--- src/rtl/fsm_mon_pkg.sv ---
// Shared definitions for the FSM transition monitor: trigger re-arm modes and
// the saturating increment used by every channel counter.
package fsm_mon_pkg;

   localparam int MODE_STICKY   = 0;
   localparam int MODE_PERIODIC = 1;

   function automatic logic [31:0] sat_inc(input logic [31:0] value, input int width);
      logic [31:0] maxVal;
      maxVal = (32'd1 << width) - 32'd1;
      return (value >= maxVal) ? maxVal : value + 32'd1;
   endfunction

endpackage

--- src/rtl/fsm_trans_monitor_if.sv ---
// Bundle of observed state, per-channel configuration and monitor results.
// The master drives stimulus and configuration; the monitor is the slave.
interface fsm_trans_monitor_if #(
   parameter int STATE_W = 4,
   parameter int N_CH    = 2,
   parameter int CNT_W   = 8
);
   logic [STATE_W-1:0]      state_cur;
   logic                    state_vld;
   logic [N_CH*STATE_W-1:0] cfg_from;
   logic [N_CH*STATE_W-1:0] cfg_to;
   logic [N_CH*CNT_W-1:0]   cfg_thresh;
   logic [N_CH-1:0]         cfg_en;
   logic [N_CH-1:0]         clr;
   logic [N_CH-1:0]         hit;
   logic [N_CH-1:0]         trig;
   logic [N_CH*CNT_W-1:0]   cnt;
   logic                    any_trig;

   modport master (
      output state_cur, state_vld, cfg_from, cfg_to, cfg_thresh, cfg_en, clr,
      input  hit, trig, cnt, any_trig
   );

   modport slave (
      input  state_cur, state_vld, cfg_from, cfg_to, cfg_thresh, cfg_en, clr,
      output hit, trig, cnt, any_trig
   );
endinterface

--- src/rtl/trans_ctr_ch.sv ---
// One watch channel: saturating match counter with a threshold trigger that is
// either held until cleared or pulsed with a counter restart.
module trans_ctr_ch
   import fsm_mon_pkg::*;
#(
   parameter int CNT_W = 8,
   parameter int MODE  = MODE_STICKY
) (
   input  logic             clk,
   input  logic             rst,
   input  logic             i_match,
   input  logic [CNT_W-1:0] i_thresh,
   input  logic             i_clr,
   output logic             o_hit,
   output logic             o_trig,
   output logic [CNT_W-1:0] o_cnt
);
   logic [CNT_W-1:0] r_cnt;
   logic             r_hit;
   logic             r_trig;
   logic [CNT_W-1:0] w_inc;
   logic             w_trigCond;

   assign w_inc      = CNT_W'(sat_inc(32'(r_cnt), CNT_W));
   assign w_trigCond = i_match && (i_thresh != '0) && (w_inc >= i_thresh);

   // A clear beats a coincident match, so that match leaves no trace at all
   always_ff @(posedge clk) begin
      if (rst) begin
         r_cnt  <= '0;
         r_hit  <= 1'b0;
         r_trig <= 1'b0;
      end else if (i_clr) begin
         r_cnt  <= '0;
         r_hit  <= 1'b0;
         r_trig <= 1'b0;
      end else begin
         r_hit <= i_match;
         if (MODE == MODE_PERIODIC) begin
            r_trig <= w_trigCond;
            if (i_match)
               r_cnt <= w_trigCond ? '0 : w_inc;
         end else begin
            r_trig <= r_trig | w_trigCond;
            if (i_match)
               r_cnt <= w_inc;
         end
      end
   end

   assign o_hit  = r_hit;
   assign o_trig = r_trig;
   assign o_cnt  = r_cnt;
endmodule

--- src/rtl/fsm_trans_monitor.sv ---
// Multi-channel transition monitor: keeps one cycle of state history and
// hands each channel a match strobe for its programmed (from, to) pair.
module fsm_trans_monitor
   import fsm_mon_pkg::*;
#(
   parameter int STATE_W = 4,
   parameter int N_CH    = 2,
   parameter int CNT_W   = 8,
   parameter int MODE    = MODE_STICKY
) (
   input logic                  clk,
   input logic                  rst,
   fsm_trans_monitor_if.slave   bus
);
   logic [STATE_W-1:0]    r_prevState;
   logic                  r_prevVld;
   logic [N_CH-1:0]       w_match;
   logic [N_CH-1:0]       w_hit;
   logic [N_CH-1:0]       w_trig;
   logic [N_CH*CNT_W-1:0] w_cnt;

   // History always follows the bus, so an invalid cycle breaks the next match
   always_ff @(posedge clk) begin
      if (rst) begin
         r_prevState <= '0;
         r_prevVld   <= 1'b0;
      end else begin
         r_prevState <= bus.state_cur;
         r_prevVld   <= bus.state_vld;
      end
   end

   for (genvar i = 0; i < N_CH; i++) begin : g_ch
      assign w_match[i] = bus.state_vld & r_prevVld & bus.cfg_en[i]
                        & (r_prevState   == bus.cfg_from[i*STATE_W +: STATE_W])
                        & (bus.state_cur == bus.cfg_to[i*STATE_W +: STATE_W]);

      trans_ctr_ch #(
         .CNT_W (CNT_W),
         .MODE  (MODE)
      ) u_ch (
         .clk      (clk),
         .rst      (rst),
         .i_match  (w_match[i]),
         .i_thresh (bus.cfg_thresh[i*CNT_W +: CNT_W]),
         .i_clr    (bus.clr[i]),
         .o_hit    (w_hit[i]),
         .o_trig   (w_trig[i]),
         .o_cnt    (w_cnt[i*CNT_W +: CNT_W])
      );
   end

   assign bus.hit      = w_hit;
   assign bus.trig     = w_trig;
   assign bus.cnt      = w_cnt;
   assign bus.any_trig = |w_trig;
endmodule

--- src/flat_wrapper.sv ---
// flat-port wrapper written by rule: the top's interface ports become plain ports
module fsm_trans_monitor_flat import fsm_mon_pkg::*;
#(
   parameter int STATE_W = 4,
   parameter int N_CH    = 2,
   parameter int CNT_W   = 8,
   parameter int MODE    = MODE_STICKY
)
  (clk, rst, bus_state_cur, bus_state_vld, bus_cfg_from, bus_cfg_to, bus_cfg_thresh, bus_cfg_en, bus_clr, bus_hit, bus_trig, bus_cnt, bus_any_trig);
  fsm_trans_monitor_if #(.STATE_W(STATE_W), .N_CH(N_CH), .CNT_W(CNT_W)) bus_i ();
  input logic clk;
  input logic rst;
  input wire logic [$bits(bus_i.state_cur)-1:0] bus_state_cur;
  input wire logic [$bits(bus_i.state_vld)-1:0] bus_state_vld;
  input wire logic [$bits(bus_i.cfg_from)-1:0] bus_cfg_from;
  input wire logic [$bits(bus_i.cfg_to)-1:0] bus_cfg_to;
  input wire logic [$bits(bus_i.cfg_thresh)-1:0] bus_cfg_thresh;
  input wire logic [$bits(bus_i.cfg_en)-1:0] bus_cfg_en;
  input wire logic [$bits(bus_i.clr)-1:0] bus_clr;
  output wire logic [$bits(bus_i.hit)-1:0] bus_hit;
  output wire logic [$bits(bus_i.trig)-1:0] bus_trig;
  output wire logic [$bits(bus_i.cnt)-1:0] bus_cnt;
  output wire logic [$bits(bus_i.any_trig)-1:0] bus_any_trig;
  assign bus_i.state_cur = bus_state_cur;
  assign bus_i.state_vld = bus_state_vld;
  assign bus_i.cfg_from = bus_cfg_from;
  assign bus_i.cfg_to = bus_cfg_to;
  assign bus_i.cfg_thresh = bus_cfg_thresh;
  assign bus_i.cfg_en = bus_cfg_en;
  assign bus_i.clr = bus_clr;
  assign bus_hit = bus_i.hit;
  assign bus_trig = bus_i.trig;
  assign bus_cnt = bus_i.cnt;
  assign bus_any_trig = bus_i.any_trig;
  fsm_trans_monitor #(.STATE_W(STATE_W), .N_CH(N_CH), .CNT_W(CNT_W), .MODE(MODE)) u_core (.clk(clk), .rst(rst), .bus(bus_i));
endmodule
--- config.mk ---
export PLATFORM = sky130hd
export DESIGN_NAME = fsm_trans_monitor_flat
export DESIGN_NICKNAME = d
export VERILOG_FILES = /design/src/rtl/fsm_mon_pkg.sv /design/src/rtl/fsm_trans_monitor_if.sv /design/src/rtl/trans_ctr_ch.sv /design/src/rtl/fsm_trans_monitor.sv /design/src/flat_wrapper.sv
export SDC_FILE = /design/constraint.sdc
export NUM_CORES = 1
export LEC_CHECK = 0
export CORE_MARGIN = 1.5
export CORE_UTILIZATION = 46
export CTS_CLUSTER_SIZE = 16
export DETAILED_ROUTE_END_ITERATION = 12
export PLACE_DENSITY = 0.81
export SLEW_MARGIN = 25
export SYNTH_ARGS = -nofsm -noshare
export SYNTH_HDL_FRONTEND = slang
export SYNTH_SLANG_ARGS = --single-unit
export TNS_END_PERCENT = 100
--- constraint.sdc ---
create_clock -name clk -period 3 [get_ports clk]
set_clock_uncertainty 0.2 [all_clocks]
set_input_delay 0.45 -clock clk [delete_from_list [all_inputs] [get_ports clk]]
set_output_delay 0.45 -clock clk [all_outputs]
set_load 0.01 [all_outputs]
==> results.toml <==
[power_and_ir_drop]
powerDensity_mw_per_mm2 = 256.3
p_leak_nw = 1.073
total_power_w = 0.0006652
internal-power_w = 0.0005020
power_frac_clock_pct = 31.1
p_sw_w = 0.0001631
combPwrFrac_pct = 18.1
switching_share_pct = 24.52
peakVddDrop_v = 0.0001856
pwr-share-seq_pct = 50.8

[synthesis]
ys.flop_type = "dfxtp_1"
synthArstFlopShare_pct = 0
ys_seq_elements = 25
yosys-top-cells-area = "dfxtp_1 27%, ha_1 12%, mux2i_1 4.8%"
yosysWarnings = 0
ys_seq_area_share_pct = 26.67
synth_cells = 222
ys_types = 43
synth-edff-count = 0
syn_area_mm2 = 0.001877
synthesis.nets = 283
synth_top_area_share_pct = 26.67
syn_avg_cell_area_um2 = 8.454
yosys.area.top_type = "dfxtp_1"

[drt]
via_per_inst = 5.421
drc = 0
ant_nets = 0
highest_layer = "met4"
via_count = 1789
wl_per_cell_um = 13.22
wl_met2_mm = 2.182
drtIter0Drc = 41
met3_wirelength_um = 212
wl_met1_mm = 1.949
wl_mm = 4.361
first_pass_iters = 4

[floorplanning]
ios = 64
die_w_um = 66.88
core_mm2 = 0.003971
rows = 23
initial_core_util_pct = 47.26
die_h_um = 66.88
dieArea_mm2 = 0.004472

[clock_tree]
cts_setup_buffers = 0
clockRootBuffer = "clkbuf_8"
numCtsBuffers = 3
cts.sinks = 25
clk_path_buf_depth = 2
path_clk_slew_ns = 0.10
tritoncts = "yes"
hold_buffers = 0
clock_latency_ns = 0.27
cts_max_level = 1

[min_path]
hold_class = "register to register"
hp-start = "u_core.g_ch[0].u_ch.o_trig"
hold_path_depth = 2
min_to = "u_core.g_ch[0].u_ch.o_trig"

[timing]
rsz0062_at_grt = "false"
worst_pin_slew_ns = 0.3735
slew_headroom_pct = 74.91
fin_crit_sh_pct = 92.55
finalSetupViolCount = 0
layout_min_cycle_time_ns = 2.777
fmax_ghz = 0.3602
slew_violations = 0
tns_ns = 0
hold_viol = 0

[grt]
grt_pass1_wl_mm = 7.348
grt_pass1_vias = 1748
track_usage_pct = 21.05
gr-total-overflow = 0
grt_start_max_net_pins = 15
antenna_found_initial = 0

[place]
dp_hpwl_mm = 3.502
place_congestion = 0.8165
portBuffers = 63

[cells_and_area]
antenna_cells = 0
fin_util_pct = 65.34
layout-drive-gt1-share_pct = 8.929
area_growth_pct = 38.27
nets = 342

[worst_setup_path]
crit_type = "register to register"
worstReg2RegStart = "u_core.g_ch[0].u_ch.o_cnt[1]"
r2r-end = "u_core.g_ch[0].u_ch.o_trig"
reg2reg_slack_ns = 0.22
slowest_stage = "dfxtp_1"
path_buf_inv = 0
worstPathArrival_ns = 2.75
start_kind = "register"
path_max_fanout = 6
end_kind = "register"
max_stage_delay_ns = 0.44
worstPathCellList = "ha_2 > nand4_1 > or2_1 > and2_1 > ha_1 > nand2b_1 > a2111oi_2 > o31ai_1 > nand3b_1 > a21oi_1"
r2r_cells = 10
required_ns = 2.97
cp_top_family = "simple AND/OR/NAND/NOR gates"

[job]
cap_violations = 0

[outcome]
status = "finished, final reports clean"
## cells in the final DEF, fill, tap and decap left out, types with 4 or more instances in the layout
master	netlist	layout
xnor2_1	10	10
nor2b_1	5	5
nand4_1	7	7
nor4_1	5	5
nor3_1	4	4
nand2b_1	4	4
nand3_1	6	6
a31oi_1	8	8
dfxtp_2	0	4
xor2_1	10	10
clkdlybuf4s50_1	0	63
a21oi_1	7	7
mux2i_1	9	9
dfxtp_1	25	21
inv_1	15	15
a211oi_1	4	4
nor2_1	18	18
ha_1	18	16
and4_1	5	5
nand2_1	16	16
## state kept, by name, summed over array words and instances (netlist names)
signal / cells
u_core.g_ch.u_ch.o_cnt: 16
u_core.g_ch.u_ch.o_hit: 2
u_core.g_ch.u_ch.o_trig: 2
u_core.r_prevState: 4
u_core.r_prevVld: 1
## layout make-up
class | instances | area, um2
clock buffers | 3 | 41.29
fillers | 367 | 1376
repair buffers | 66 | 653.1
flip-flops and latches | 25 | 505.5
well taps | 50 | 62.56
inverters | 15 | 56.30
multi-input cells | 170 | 1271
clock inverters | 1 | 5.005
## worst register-to-register path: stages, from the launching register on
cell       delay (ns)
dfxtp_1          0.44
ha_2             0.28
nand4_1          0.18
or2_1            0.35
and2_1           0.19
ha_1             0.26
nand2b_1         0.15
a2111oi_2        0.37
o31ai_1          0.12
nand3b_1         0.09
a21oi_1          0.06
## through the flow
stage	setup slack, ns	std cells	area [um2]	hold slack (ns)
floorplan	0.1910	222	1877	0.2343
finish	0.2234	330	2595	0.2886
CTS	0.05838	330	2575	0.3008
detailed placement	0.07628	326	2529	0.2865
global route	0.01105	330	2595	0.3101
global placement	0.1798	326	2529	0.2780
## how the worst max path moves through the flow
stage	slack [ns]	start	endpoint	cells after the start
floorplan	0.19	u_core.g_ch[1].u_ch.o_cnt[0]	u_core.g_ch[1].u_ch.o_trig	11
global placement	0.18	u_core.g_ch[1].u_ch.o_cnt[0]	u_core.g_ch[1].u_ch.o_trig	10
detailed placement	0.08	u_core.g_ch[1].u_ch.o_cnt[0]	u_core.g_ch[1].u_ch.o_trig	10
CTS	0.06	u_core.g_ch[1].u_ch.o_cnt[0]	u_core.g_ch[1].u_ch.o_trig	10
global route	0.01	u_core.g_ch[1].u_ch.o_cnt[0]	u_core.g_ch[1].u_ch.o_trig	10
finish	0.22	u_core.g_ch[0].u_ch.o_cnt[1]	u_core.g_ch[0].u_ch.o_trig	10
## synth_stat cells, drive strengths merged (4+ instances only)
library cell	instances
dfxtp	25
nor2	19
ha	18
nand2	16
inv	15
xnor2	10
xor2	10
mux2i	9
a31oi	8
a21oi	7
buf	7
nand3	7
nand4	7
nor3	6
nor4	6
a211oi	5
and4	5
clkbuf	5
nor2b	5
or2	5
nand2b	4
## power groups by stage
| stage | sequential (W) | clock, W | combinational (W) |
|---|---|---|---|
| after floorplan | 0.000345 | 0 | 0.0000489 |
| after global placement | 0.000346 | 0 | 0.000117 |
| after detailed placement | 0.000346 | 0 | 0.000120 |
| after CTS | 0.000338 | 0.000213 | 0.000121 |
| after global routing | 0.000339 | 0.000227 | 0.000132 |
| final | 0.000338 | 0.000207 | 0.000121 |
## repair_timing
action	4_1_cts	5_1_grt
resized for setup	0	10
hold endpoints to repair	0	0
endpoints found under the setup margin	0	2
## kinds of logic after synthesis
kind of cell    share of synthesized area (%)
simple gates                            26.47
compound gates                          13.13
buf+inv                                 6.400
flops                                   26.67
xor+xnor                                9.333
fa+ha+maj                               12.00
mux                                     6.000
## per-layer routing
layer | vias to the layer above | global-route usage (%)
met2 | 40 | 38.13
met3 | 2 | 2.872
met5 | - | 0
met4 | 0 | 6.888
met1 | 842 | 25.36
li1 | 905 | -
No activity file was read; power rests on OpenSTA's default activity.
